--- config.mk ---
export PLATFORM = sky130hd
export DESIGN_NAME = btn_conditioner
export DESIGN_NICKNAME = d
export VERILOG_FILES = /design/src/rtl/btn_conditioner.sv
export SDC_FILE = /design/constraint.sdc
export NUM_CORES = 1
export LEC_CHECK = 0
export BUFFER_PORTS_ARGS = -buffer_cell sky130_fd_sc_hd__buf_2
export CAP_MARGIN = 5
export CORE_UTILIZATION = 40
export DETAILED_ROUTE_END_ITERATION = 16
export MAX_ROUTING_LAYER = met4
export SYNTH_ARGS = -nofsm -noshare
export SYNTH_HDL_FRONTEND = slang
export SYNTH_SLANG_ARGS = --single-unit
--- constraint.sdc ---
create_clock -name clk -period 2.5 [get_ports clk]
set_clock_uncertainty 0.2 [all_clocks]
set_input_delay 0.625 -clock clk [delete_from_list [all_inputs] [get_ports clk]]
set_output_delay 0.625 -clock clk [all_outputs]
set_load 0.01 [all_outputs]
--- src/rtl/btn_conditioner.sv ---
// btn_conditioner: push-button front end. Each raw button input is
// synchronised into clk, debounced, and turned into a clean level plus
// one-cycle press and release pulses. Channels are fully independent.
//
// Ports:
//   clk          system clock
//   rst_n        asynchronous active-low reset
//   btn_raw      raw, asynchronous, bouncing buttons (active high)
//   btn_level    debounced level
//   btn_press    one-cycle pulse per accepted press (and per repeat)
//   btn_release  one-cycle pulse per accepted release
//
// Optional feature: define BTN_AUTO_REPEAT_EN to emit extra btn_press
// pulses REPEAT_DELAY cycles after a press and then every REPEAT_PERIOD
// cycles while the button stays held. Without it no repeat logic exists.
module btn_conditioner #(
  parameter int unsigned NUM_BTN         = 4,
  parameter int unsigned DEBOUNCE_CYCLES = 1000000,
  parameter int unsigned REPEAT_DELAY    = 50000000,
  parameter int unsigned REPEAT_PERIOD   = 10000000
) (
  input  logic               clk,
  input  logic               rst_n,
  input  logic [NUM_BTN-1:0] btn_raw,
  output logic [NUM_BTN-1:0] btn_level,
  output logic [NUM_BTN-1:0] btn_press,
  output logic [NUM_BTN-1:0] btn_release
);

  localparam bit PARAMS_OK = (DEBOUNCE_CYCLES >= 1) && (REPEAT_DELAY >= 1) &&
                             (REPEAT_PERIOD >= 1);
  if (!PARAMS_OK) begin : g_bad_params
    $error("btn_conditioner: DEBOUNCE_CYCLES, REPEAT_DELAY and REPEAT_PERIOD must be >= 1");
  end

  localparam int unsigned     CNT_W    = $clog2(DEBOUNCE_CYCLES) + 1;
  localparam logic [CNT_W-1:0] CNT_LAST = CNT_W'(DEBOUNCE_CYCLES - 1);

  typedef enum logic [1:0] {
    RELEASED,
    PRESS_WAIT,
    PRESSED,
    RELEASE_WAIT
  } state_e;

  logic [NUM_BTN-1:0] sync1_q, sync2_q;
  state_e             state_q [NUM_BTN];
  state_e             state_d [NUM_BTN];
  logic [CNT_W-1:0]   cnt_q   [NUM_BTN];
  logic [CNT_W-1:0]   cnt_d   [NUM_BTN];
  logic [NUM_BTN-1:0] level_q, level_d;
  logic [NUM_BTN-1:0] press_q, press_d;
  logic [NUM_BTN-1:0] release_q, release_d;

`ifdef BTN_AUTO_REPEAT_EN
  localparam int unsigned RPT_MAX = (REPEAT_DELAY > REPEAT_PERIOD) ? REPEAT_DELAY : REPEAT_PERIOD;
  localparam int unsigned RPT_W   = $clog2(RPT_MAX + 1);
  localparam logic [RPT_W-1:0] RPT_DELAY_C  = RPT_W'(REPEAT_DELAY);
  localparam logic [RPT_W-1:0] RPT_PERIOD_C = RPT_W'(REPEAT_PERIOD);

  logic [RPT_W-1:0]   rcnt_q [NUM_BTN];
  logic [RPT_W-1:0]   rcnt_d [NUM_BTN];
  // Set once the first (delayed) repeat has fired; later repeats use the period.
  logic [NUM_BTN-1:0] rep_q, rep_d;
`endif

  always_ff @(posedge clk or negedge rst_n) begin
    if (!rst_n) begin
      sync1_q   <= '0;
      sync2_q   <= '0;
      level_q   <= '0;
      press_q   <= '0;
      release_q <= '0;
      for (int unsigned i = 0; i < NUM_BTN; i++) begin
        state_q[i] <= RELEASED;
        cnt_q[i]   <= '0;
      end
    end else begin
      sync1_q   <= btn_raw;
      sync2_q   <= sync1_q;
      level_q   <= level_d;
      press_q   <= press_d;
      release_q <= release_d;
      for (int unsigned i = 0; i < NUM_BTN; i++) begin
        state_q[i] <= state_d[i];
        cnt_q[i]   <= cnt_d[i];
      end
    end
  end

  always_comb begin
    level_d   = level_q;
    press_d   = '0;
    release_d = '0;
    for (int unsigned i = 0; i < NUM_BTN; i++) begin
      state_d[i] = state_q[i];
      cnt_d[i]   = cnt_q[i];
      case (state_q[i])
        RELEASED: begin
          if (sync2_q[i]) begin
            state_d[i] = PRESS_WAIT;
            cnt_d[i]   = '0;
          end
        end
        PRESS_WAIT: begin
          if (!sync2_q[i]) begin
            state_d[i] = RELEASED;
            cnt_d[i]   = '0;
          end else if (cnt_q[i] == CNT_LAST) begin
            state_d[i] = PRESSED;
            cnt_d[i]   = '0;
            level_d[i] = 1'b1;
            press_d[i] = 1'b1;
          end else begin
            cnt_d[i] = cnt_q[i] + CNT_W'(1);
          end
        end
        PRESSED: begin
          if (!sync2_q[i]) begin
            state_d[i] = RELEASE_WAIT;
            cnt_d[i]   = '0;
          end
        end
        RELEASE_WAIT: begin
          if (sync2_q[i]) begin
            state_d[i] = PRESSED;
            cnt_d[i]   = '0;
          end else if (cnt_q[i] == CNT_LAST) begin
            state_d[i]   = RELEASED;
            cnt_d[i]     = '0;
            level_d[i]   = 1'b0;
            release_d[i] = 1'b1;
          end else begin
            cnt_d[i] = cnt_q[i] + CNT_W'(1);
          end
        end
        default: begin
          state_d[i] = RELEASED;
          cnt_d[i]   = '0;
        end
      endcase
    end
  end

`ifdef BTN_AUTO_REPEAT_EN
  // The repeat counter only advances while a channel remains in PRESSED;
  // every entry into PRESSED (fresh press or bounce-back) sees it at 0.
  always_comb begin
    logic [RPT_W-1:0] rcnt_inc;
    rcnt_inc = '0;
    rep_d    = '0;
    for (int unsigned i = 0; i < NUM_BTN; i++) begin
      rcnt_d[i] = '0;
      if (state_q[i] == PRESSED && sync2_q[i]) begin
        rcnt_inc = rcnt_q[i] + RPT_W'(1);
        if (rcnt_inc == (rep_q[i] ? RPT_PERIOD_C : RPT_DELAY_C)) begin
          rep_d[i] = 1'b1;
        end else begin
          rcnt_d[i] = rcnt_inc;
          rep_d[i]  = rep_q[i];
        end
      end
    end
  end

  always_ff @(posedge clk or negedge rst_n) begin
    if (!rst_n) begin
      rep_q <= '0;
      for (int unsigned i = 0; i < NUM_BTN; i++) begin
        rcnt_q[i] <= '0;
      end
    end else begin
      rep_q <= rep_d;
      for (int unsigned i = 0; i < NUM_BTN; i++) begin
        rcnt_q[i] <= rcnt_d[i];
      end
    end
  end

  // A repeat fires on the cycle the counter would reach its target.
  logic [NUM_BTN-1:0] rpt_fire;
  always_comb begin
    for (int unsigned i = 0; i < NUM_BTN; i++) begin
      rpt_fire[i] = (state_q[i] == PRESSED) && sync2_q[i] &&
                    (rcnt_q[i] + RPT_W'(1) == (rep_q[i] ? RPT_PERIOD_C : RPT_DELAY_C));
    end
  end

  logic [NUM_BTN-1:0] rpt_q;
  always_ff @(posedge clk or negedge rst_n) begin
    if (!rst_n) begin
      rpt_q <= '0;
    end else begin
      rpt_q <= rpt_fire;
    end
  end

  assign btn_press = press_q | rpt_q;
`else
  assign btn_press = press_q;
`endif

  assign btn_level   = level_q;
  assign btn_release = release_q;

endmodule
==> metrics, run 1 <==
status=finished clean; RSZ-0062 raised after global routing=no; placeable core area=0.0139 mm^2; gpl congestion=0.781; Worst EP required=2540 ps; H-tree levels=3; Synth Warn #=0; actual slew at the worst max-slew pin=666 ps; Achievable Freq=433 MHz; Nets=636; Synth Area in Adders=0.877%; clock network power share=43.4%; Async S/R FF share, synth=100%; # Max-Cap Violations=0; Post-Syn Instances=605; Post-synth top flop=dfrtp_1; Top Layer Used=met4; clk_lat worst skew=350 ps; starting density of the core=41.1%; # fillers=1308; area of the mapped netlist=0.00570 mm^2; FP Rows=43; initial antenna violation count=0; Sink Count=112; Post-Synth XOR/XNOR Area=1.84%; commonest non-fill, non-tap cell in the layout=dfrtp_1; simple-gate share of the synthesized area=24.9%; CTS root buf=clkbuf_16; Post-DP HPWL=8370 um; die width=121 um; Die ar.=0.0147 mm^2; Synth Register Bits=112; DR iter-0 viols=378; post-synthesis mux area share=2.02%; Seq/Total Area, Yosys=49.1%; Final TNS setup=0 ps; total number of vias=4659; Routed WL=12200 um; Worst path most repeated cell=a21o_1; fin crit period=2310 ps; total gr overflow=0; cells along the critical path=ha_1, nand3_1, nor4_2, a21o_1, o21ai_1, a21o_1; wire per inst=15.1 um; Via-to-Cell Ratio=5.74; Pint=2.80 mW; pre-CTS setup slack=195 ps; Pins Over Slew Limit=0; M1 WL=5900 um; combinational share of power=5.4%; TritonCTS Buffers=9; Top Ports=18; Crit path largest cell delay=450 ps; sequential share of power=51.2%; Global Route Usage Sum=18.4%; length of routed met3 wiring=386 um; final hold violations=0; proportion of layout cells with a drive suffix above 1=12.0%; drt pass-1 iters=5; largest family of logic cells by synthesized area=simple AND/OR/NAND/NOR gates; Final Instance Area=0.00639 mm^2; crit start category=flop; Setup CP Type=flop to flop; CP endpoint kind=flop; Sw Share=23.9%; Rel. slew slack=55.4%; largest net degree at the start of global routing=43; CP max stage cell=nor4_2; Max clock buf depth=2; crit-path max FO=11; Peak VDD IR=0.364 mV; vias in the first global route=4373; DR WL met2=5840 um; Hold WC Path Type=flop to flop; area post-placement=0.00605 mm^2; Compound-Gate Fraction of Synth Area=18.0%; global-route wire length before repair=21200 um; fin crit share=92.5%; Synthesized Nets=615; switching pwr=0.876 mW; DIE HEIGHT=121 um; number of buffers added on ports=17; Residual DRC=0; ANT cells=0; CTS tree=done; pwr/cell area=575 mW/mm^2; number of synthesized flops with an enable pin=0; Crit path arrival time=2360 ps; Area growth syn-to-layout=12.0%; Reg area=0.00280 mm^2; final worst slack=189 ps; clk slew on worst S/H paths=70 ps; Avg Cell Area, Syn=9.43 um^2; Routed Antenna Nets=0; Static Leakage=2.76 nW; final setup violation count=0; most frequent cells in the layout=112 x dfrtp_1, 66 x nand2_1, 43 x nand3_1; multi-input logic area=0.00272 mm^2; library cells used by synthesis=50
[path summary, 6_finish.rpt]
path / start / to / slack [ps] / cells after the start
min in group asynchronous: rst_n / cnt_q[12] / 530 / 2
hold reg to reg: sync1_q[0] / sync2_q[0] / 150 / 0
setup / recovery: cnt_q[63] / cnt_q[70] / 190 / 6
max in group asynchronous: rst_n / cnt_q[59] / 980 / 3
setup reg to reg: cnt_q[63] / cnt_q[70] / 190 / 6
hold / removal: sync1_q[0] / sync2_q[0] / 150 / 0
[final cells by class]
type	count	area share, %
Clock buffer	9	3.53
Multi-Input combinational cell	449	42.6
Timing Repair Buffer	36	3.84
Clock inverter	7	1.61
Sequential cell	112	43.9
Inverter	18	1.06
Tap cell	180	3.53
[flip-flops by register name, summed over array words and instances (netlist names), named ones only]
signal       cells
state_q          4
btn_press        4
cnt_q           84
sync2_q          4
btn_release      4
btn_level        4
sync1_q          4
[metal layers]
| layer | up-vias | track usage, % |
|---|---|---|
| met1 | 2281 | 25.2 |
| met5 | - | - |
| met3 | 7 | 3.67 |
| met2 | 73 | 28.1 |
| li1 | 2298 | - |
| met4 | 0 | 4.48 |
[logic make-up (layout without fill, tap and decap cells)]
| logic type | after synthesis | in the layout |
|---|---|---|
| xor+xnor | 12 | 12 |
| flops | 112 | 112 |
| mux | 11 | 11 |
| fa+ha+maj | 4 | 4 |
| compound gates | 166 | 166 |
| simple gates | 256 | 256 |
| buf+inv | 44 | 70 |
[cells in the mapped netlist, drive strengths merged, types with 2 or more instances]
cell	n	share of area, %
a21o	10	1.3
a21oi	44	4.1
a22o	8	1.2
a2bb2oi	3	0.46
a31oi	40	4.4
a41oi	11	1.7
and2	8	0.88
and3	16	1.8
and4	8	1.2
buf	16	1.4
clkbuf	10	0.66
dfrtp	112	49
ha	4	0.88
inv	18	1.2
mux2	4	0.79
mux2i	7	1.2
nand2	67	4.5
nand2b	6	0.66
nand3	43	3.8
nand3b	2	0.26
nand4	18	2.1
nor2	30	2.0
nor3	22	2.5
nor3b	6	0.79
nor4	12	2.3
nor4b	5	0.77
o211ai	2	0.26
o21ai	40	3.5
or2	4	0.44
or3	8	0.88
xnor2	5	0.77
xor2	7	1.1
[power by group through the flow]
stage,Sequential (mW),Combinational [mW],Clock [mW]
floorplan,1.91,0.121,0
CTS,1.88,0.206,1.64
global placement,1.91,0.196,0
finish,1.88,0.200,1.59
global route,1.88,0.228,1.71
detailed placement,1.91,0.203,0
[per-stage QoR]
stage                     util [%]  total power, mW  hold WS [ps]  std cells
after global placement        43.6             2.11           132        794
after CTS                     46.0             3.73           153        811
after floorplan                  -             2.03           129        605
after global routing          46.0             3.82           163        811
final                         46.0             3.67           151        811
after detailed placement      43.6             2.12           136        794
[worst max-delay path, delay by kind of cell, from the launching register on]
family	cells	cell delay, ps
AOI/OAI and AO/OA	3	720
adders and majority gates	1	230
DFF	1	410
and+or+nand+nor	2	650
[repair_timing]
action,4_1_cts,5_1_grt
endpoints found under the hold margin,23,0
hold buffers,1,0
setup buffers,0,0
gates resized for setup,0,0
Note: power is estimated with default switching activity, not from simulation.
==> inputs of run 2 (changes only) <==
- CORE_UTILIZATION: 40 -> 62
- PLACE_DENSITY: not set -> 0.8
==> run 2 against run 1 <==
- first-iteration DRC count shrank 58%
- register-to-register slack improved by 20 ps
- via count rose by 0.24%
- worst hold slack got worse by 150 ps
- clock-buffer cell count increased by 3
- power shrank 16%
- clock power fell by 38%
- fmax rose by 1.1%
- cell count shrank 9.0%
- the run now ends with design-rule violations left
==> metrics, run 2 (same netlist as run 1, synthesis figures left out) <==
Post-CTS Setup Bufs=0; clock network power share=32.3%; ANT cells=0; FF-to-FF End=cnt_q[18]; CTS tree=done; combinational share of power=6.6%; Rel. slew slack=51.4%; Hold WC Path Type=input port to async pin; Worst EP required=2570 ps; status=complete, but fails checks; GRT met3 Usage=4.51%; Post-DP HPWL=7910 um; Routed Antenna Nets=0; Routed WL=11500 um; DIE HEIGHT=97.9 um; most frequent cells in the layout=112 x dfrtp_1, 66 x nand2_1, 43 x nand3_1; actual slew at the worst max-slew pin=726 ps; Pint=2.30 mW; global-route met1 utilization=35.6%; reg2reg path depth=6; switching pwr=0.770 mW; proportion of layout cells with a drive suffix above 1=12.1%; Nets=635; total gr overflow=0; Cell Count, Final, Fillers Out=738; CTS root buf=clkbuf_8; RSZ-0062 raised after global routing=no; pwr/cell area=499 mW/mm^2; total power=3.07 mW; Via-to-Cell Ratio=6.33; failing checks=design-rule violations; Global Route Usage Sum=27.1%; Placed Cells incl. Taps=722; Final TNS setup=0 ps; clk_lat worst skew=380 ps; Achievable Freq=437 MHz; wire per inst=15.6 um; cells along the critical path=ha_1, nand2_1, or4_1, nor3_1, o21ai_1, a22o_1; TritonCTS Buffers=9; Crit path arrival time=2350 ps; Sw Share=25.1%; Max clock buf depth=2; Pins Over Slew Limit=0; crit path buf inv count=0; Sink Count=112; crit start category=flop; number of buffers added on ports=17; Static Leakage=2.71 nW; vias in the first global route=4476; sequential share of power=61.1%; fin crit period=2290 ps; fin crit share=91.5%; Residual DRC=1; FP Rows=34; M2 GR Usage=44.3%; Top reg by flops=cnt_q; gpl congestion=0.883; Setup CP Type=flop to flop; placeable core area=0.00881 mm^2; starting density of the core=64.8%; global-route wire length before repair=20600 um; commonest non-fill, non-tap cell in the layout=dfrtp_1; CP endpoint kind=flop; Crit path largest cell delay=670 ps; final hold violations=0; R2R Setup Slk=210 ps; Most Crowded Layer GR=met2; initial antenna violation count=0; CP max stage cell=or4_1; drt pass-1 iters=10; clk slew on worst S/H paths=100 ps; final setup violation count=0; Area growth syn-to-layout=8.01%; Top Ports=18; number of flip-flops in the largest register=84; crit-path max FO=9; Die ar.=0.00959 mm^2; # Max-Cap Violations=0; H-tree levels=3; die width=97.9 um; Crit Reg-Reg Startpoint=cnt_q[0]; largest net degree at the start of global routing=38; DR iter-0 viols=157; CP delay by family, top=simple AND/OR/NAND/NOR gates; total number of vias=4670; Peak VDD IR=0.394 mV
-- run 2: power by group through the flow --
stage	Combinational [mW]	Clock, mW	Sequential (mW)
4_1_cts	0.203	1.02	1.88
3_5_place_dp	0.202	0	1.91
2_1_floorplan	0.121	0	1.91
3_3_place_gp	0.195	0	1.91
6_report	0.202	0.992	1.88
5_1_grt	0.232	1.08	1.88
-- run 2: per-layer routing --
layer / vias to the layer above / routed length (um)
li1: 2296 / -
met1: 2265 / 5240
met2: 99 / 5660
met3: 10 / 475
met4: 0 / 99
met5: - / 0
-- run 2: timing repair --
action,CTS,global route
endpoints found under the setup margin,0,7
resized for setup,0,3
hold buffers,0,0
-- run 2: final cells by class --
cell class / instances / area, um^2
flip-flops and latches: 112 / 2800
well taps: 108 / 135
inverters: 18 / 67.6
clock inverters: 4 / 30.0
clock buffers: 12 / 145
multi-input cells: 449 / 2730
repair buffers: 35 / 248
fillers: 678 / 2650
-- run 2: how the worst max path moves through the flow --
stage	start	end	slack (ps)	depth (start not counted)
6_report	cnt_q[0]	cnt_q[18]	210	6
5_1_grt	sync2_q[0]	cnt_q[75]	60	5
4_1_cts	cnt_q[0]	cnt_q[18]	210	6
3_5_place_dp	cnt_q[63]	cnt_q[74]	230	6
3_3_place_gp	cnt_q[63]	cnt_q[80]	300	6
2_1_floorplan	cnt_q[0]	cnt_q[3]	380	8
-- run 2: stage by stage --
stage          hold slack [ps]  utilization [%]  instance area, um^2  setup WS [ps]
6_report                  4.43             70.0                 6160            214
5_1_grt                   37.0             70.0                 6160           56.7
4_1_cts                   12.5             69.8                 6150            209
3_5_place_dp               136             67.8                 5970            231
3_3_place_gp               132             67.8                 5970            304
2_1_floorplan              129                -                 5700            382
==> inputs of run 3 (changes only) <==
- ABC_AREA: not set -> 1
- CORE_UTILIZATION: 62 -> 63
- SETUP_SLACK_MARGIN: not set -> 0.05
==> run 3 against run 2 <==
- critical path type unchanged
- clock-buffer cell count decreased by 3
- critical endpoint is now cnt_q[61]
- largest cell class is now multi-input combinational cells
- power increased by 15%
- fmax increased by 12%
- critical path depth increased by 3
- the flow now finishes without violations
==> metrics, run 3 <==
area of the mapped netlist=0.00627 mm^2; CP max stage cell=dfrtp_1; Post-Syn Instances=845; cts hold-fix bufs=1; Worst path most repeated cell=nand2_1; final hold violations=0; CP endpoint kind=flop; drt pass-1 iters=7; switching pwr=1.04 mW; DIE HEIGHT=102 um; FP Rows=36; number of synthesized flops with an enable pin=0; starting density of the core=64.5%; post-synthesis mux area share=0%; die width=102 um; Post-synth top flop=dfrtp_1; pwr/cell area=527 mW/mm^2; most frequent cells in the layout=196 x nand2_1, 132 x nor2_1, 112 x dfrtp_1; commonest non-fill, non-tap cell in the layout=nand2_1; status=finished clean; proportion of layout cells with a drive suffix above 1=8.93%; placeable core area=0.00973 mm^2; Post-DP HPWL=9490 um; count leader, synth=nand2_1; # fillers=789; final core occ=69.0%; total power=3.53 mW; post-synth top area share=44.7%; multi-input logic area=0.00294 mm^2; # Max-Cap Violations=0; TritonCTS Buffers=9; initial antenna violation count=0; Crit path arrival time=2170 ps; Async S/R FF share, synth=100%; Routed Antenna Nets=0; Achievable Freq=491 MHz; Via-to-Cell Ratio=5.41; fin crit share=81.5%; Global Route Usage Sum=27.5%; Hold WC Path Type=input port to flop; Post-CTS Setup Bufs=0; Static Leakage=3.09 nW; wire per inst=12.6 um; number of buffers added on ports=17; Sw Share=29.5%; post-cts gate resize count=0; DR iter-0 viols=337; fin crit period=2040 ps; sequential share of power=55.6%; RSZ-0062 raised after global routing=no; Crit Reg-Reg Startpoint=sync2_q[1]; total gr overflow=0; Rel. slew slack=66.4%; Routed WL=12700 um; global-route wire length before repair=21600 um; library cells used by synthesis=35; CTS tree=done; Nets=878; cells along the critical path=inv_2, nand2_1, nand3_2, nand3_1, nor2_4, nand3_1, nand2_1, nand2_1, nor2_1; Post-synth top cells=196 x nand2_1, 132 x nor2_1, 112 x dfrtp_1, 111 x inv_1, 87 x nand3_1; crit-path max FO=11; Crit path largest cell delay=540 ps; CTS root buf=clkbuf_8; vias in the first global route=5071; number of flip-flops in the largest register=84; Pint=2.49 mW; Max clock buf depth=2; Avg Cell Area, Syn=7.42 um^2; Sink Count=112; clk_lat worst skew=390 ps; Final TNS setup=0 ps; Peak VDD IR=0.561 mV; ANT cells=0; Top reg by flops=cnt_q; Synth Warn #=0; Synthesized Nets=855; total number of vias=5445; Top Ports=18; Worst EP required=2640 ps; simple-gate share of the synthesized area=36.4%; Compound-Gate Fraction of Synth Area=6.20%; hold wc startpoint=btn_raw[0]; Residual DRC=0; H-tree levels=3; Synth Area in Adders=0.798%; crit start category=flop; Final Instance Area=0.00671 mm^2; actual slew at the worst max-slew pin=502 ps; area post-placement=0.00650 mm^2; clk slew on worst S/H paths=110 ps; Seq/Total Area, Yosys=44.7%; Synth Register Bits=112; Setup CP Type=flop to flop; gpl congestion=0.950; final setup violation count=0; largest net degree at the start of global routing=52; area leader, netlist=dfrtp_1; Area growth syn-to-layout=7.00%; Reg area=0.00280 mm^2; largest family of logic cells by synthesized area=simple AND/OR/NAND/NOR gates; Critical Path Start=sync2_q[1]; clock network power share=31.2%; Die ar.=0.0104 mm^2; Post-Synth XOR/XNOR Area=3.49%; synth top area cells=dfrtp_1 45%, nand2_1 12%, nor2_1 7.9%; Pins Over Slew Limit=0; hold slack=126 ps; combinational share of power=13.1%
## run 3: changes by cell type after synthesis, sizes merged, moves of 10 or more
| cell | previous run | this run |
|---|---|---|
| nand2 | 67 | 205 |
| nor2 | 30 | 148 |
| inv | 18 | 117 |
| nand3 | 43 | 91 |
| a31oi | 40 | 1 |
| a21oi | 44 | 22 |
| nand4 | 18 | 38 |
| and3 | 16 | 0 |
| xor2 | 7 | 19 |
| a41oi | 11 | 0 |
| a21o | 10 | 0 |
| clkbuf | 10 | 0 |
| nor4 | 12 | 2 |
## run 3: cells by family (layout without fill, tap and decap cells)
group,after synthesis,count (layout)
AO/OA/AOI/OAI,70,70
XOR/XNOR,25,25
adder cells (fa/ha/maj),4,4
buffers and inverters,128,156
flip-flops,112,112
AND/OR/NAND/NOR,506,506
## run 3: worst paths after layout
check / end / cells after the start / slack, ps
max in group asynchronous: cnt_q[13] / 3 / 1110
min reg2reg: sync2_q[3] / 0 / 160
min in group asynchronous: cnt_q[58] / 2 / 440
max: cnt_q[61] / 9 / 460
max reg2reg: cnt_q[61] / 9 / 460
min: sync1_q[0] / 1 / 130
## run 3: stage by stage
| step | setup WS, ps | std cells |
|---|---|---|
| final | 462 | 1006 |
| after global routing | 275 | 1006 |
| after global placement | 541 | 989 |
| after CTS | 473 | 1006 |
| after floorplan | 773 | 845 |
| after detailed placement | 482 | 989 |
## run 3: final cells by class
type,instances,area share [%]
flip-flops and latches,112,41.8
clock buffers,9,1.85
clock inverters,7,1.17
inverters,118,6.66
well taps,133,2.48
multi-input cells,605,43.8
repair buffers,22,2.27
## run 3: power by group through the flow
stage / clock network (mW) / registers [mW] / logic [mW]
4_1_cts: 1.14 / 1.96 / 0.470
5_1_grt: 1.21 / 1.97 / 0.532
3_5_place_dp: 0 / 2.00 / 0.467
6_report: 1.10 / 1.97 / 0.464
2_1_floorplan: 0 / 1.98 / 0.364
3_3_place_gp: 0 / 1.99 / 0.453
## run 3: worst max-delay path: cells and delay by family (launching register included)
family,cells,cell delay (ps)
buf+inv,1,190
simple gates,8,1040
flops,1,540
## run 3: layer usage
| layer | up-vias | track usage [%] | share of wire (%) |
|---|---|---|---|
| met3 | 16 | 6.21 | 5.3 |
| met5 | - | - | 0 |
| li1 | 2771 | - | - |
| met2 | 135 | 44.2 | 48 |
| met4 | 0 | 9.36 | 1.5 |
| met1 | 2523 | 34.4 | 46 |
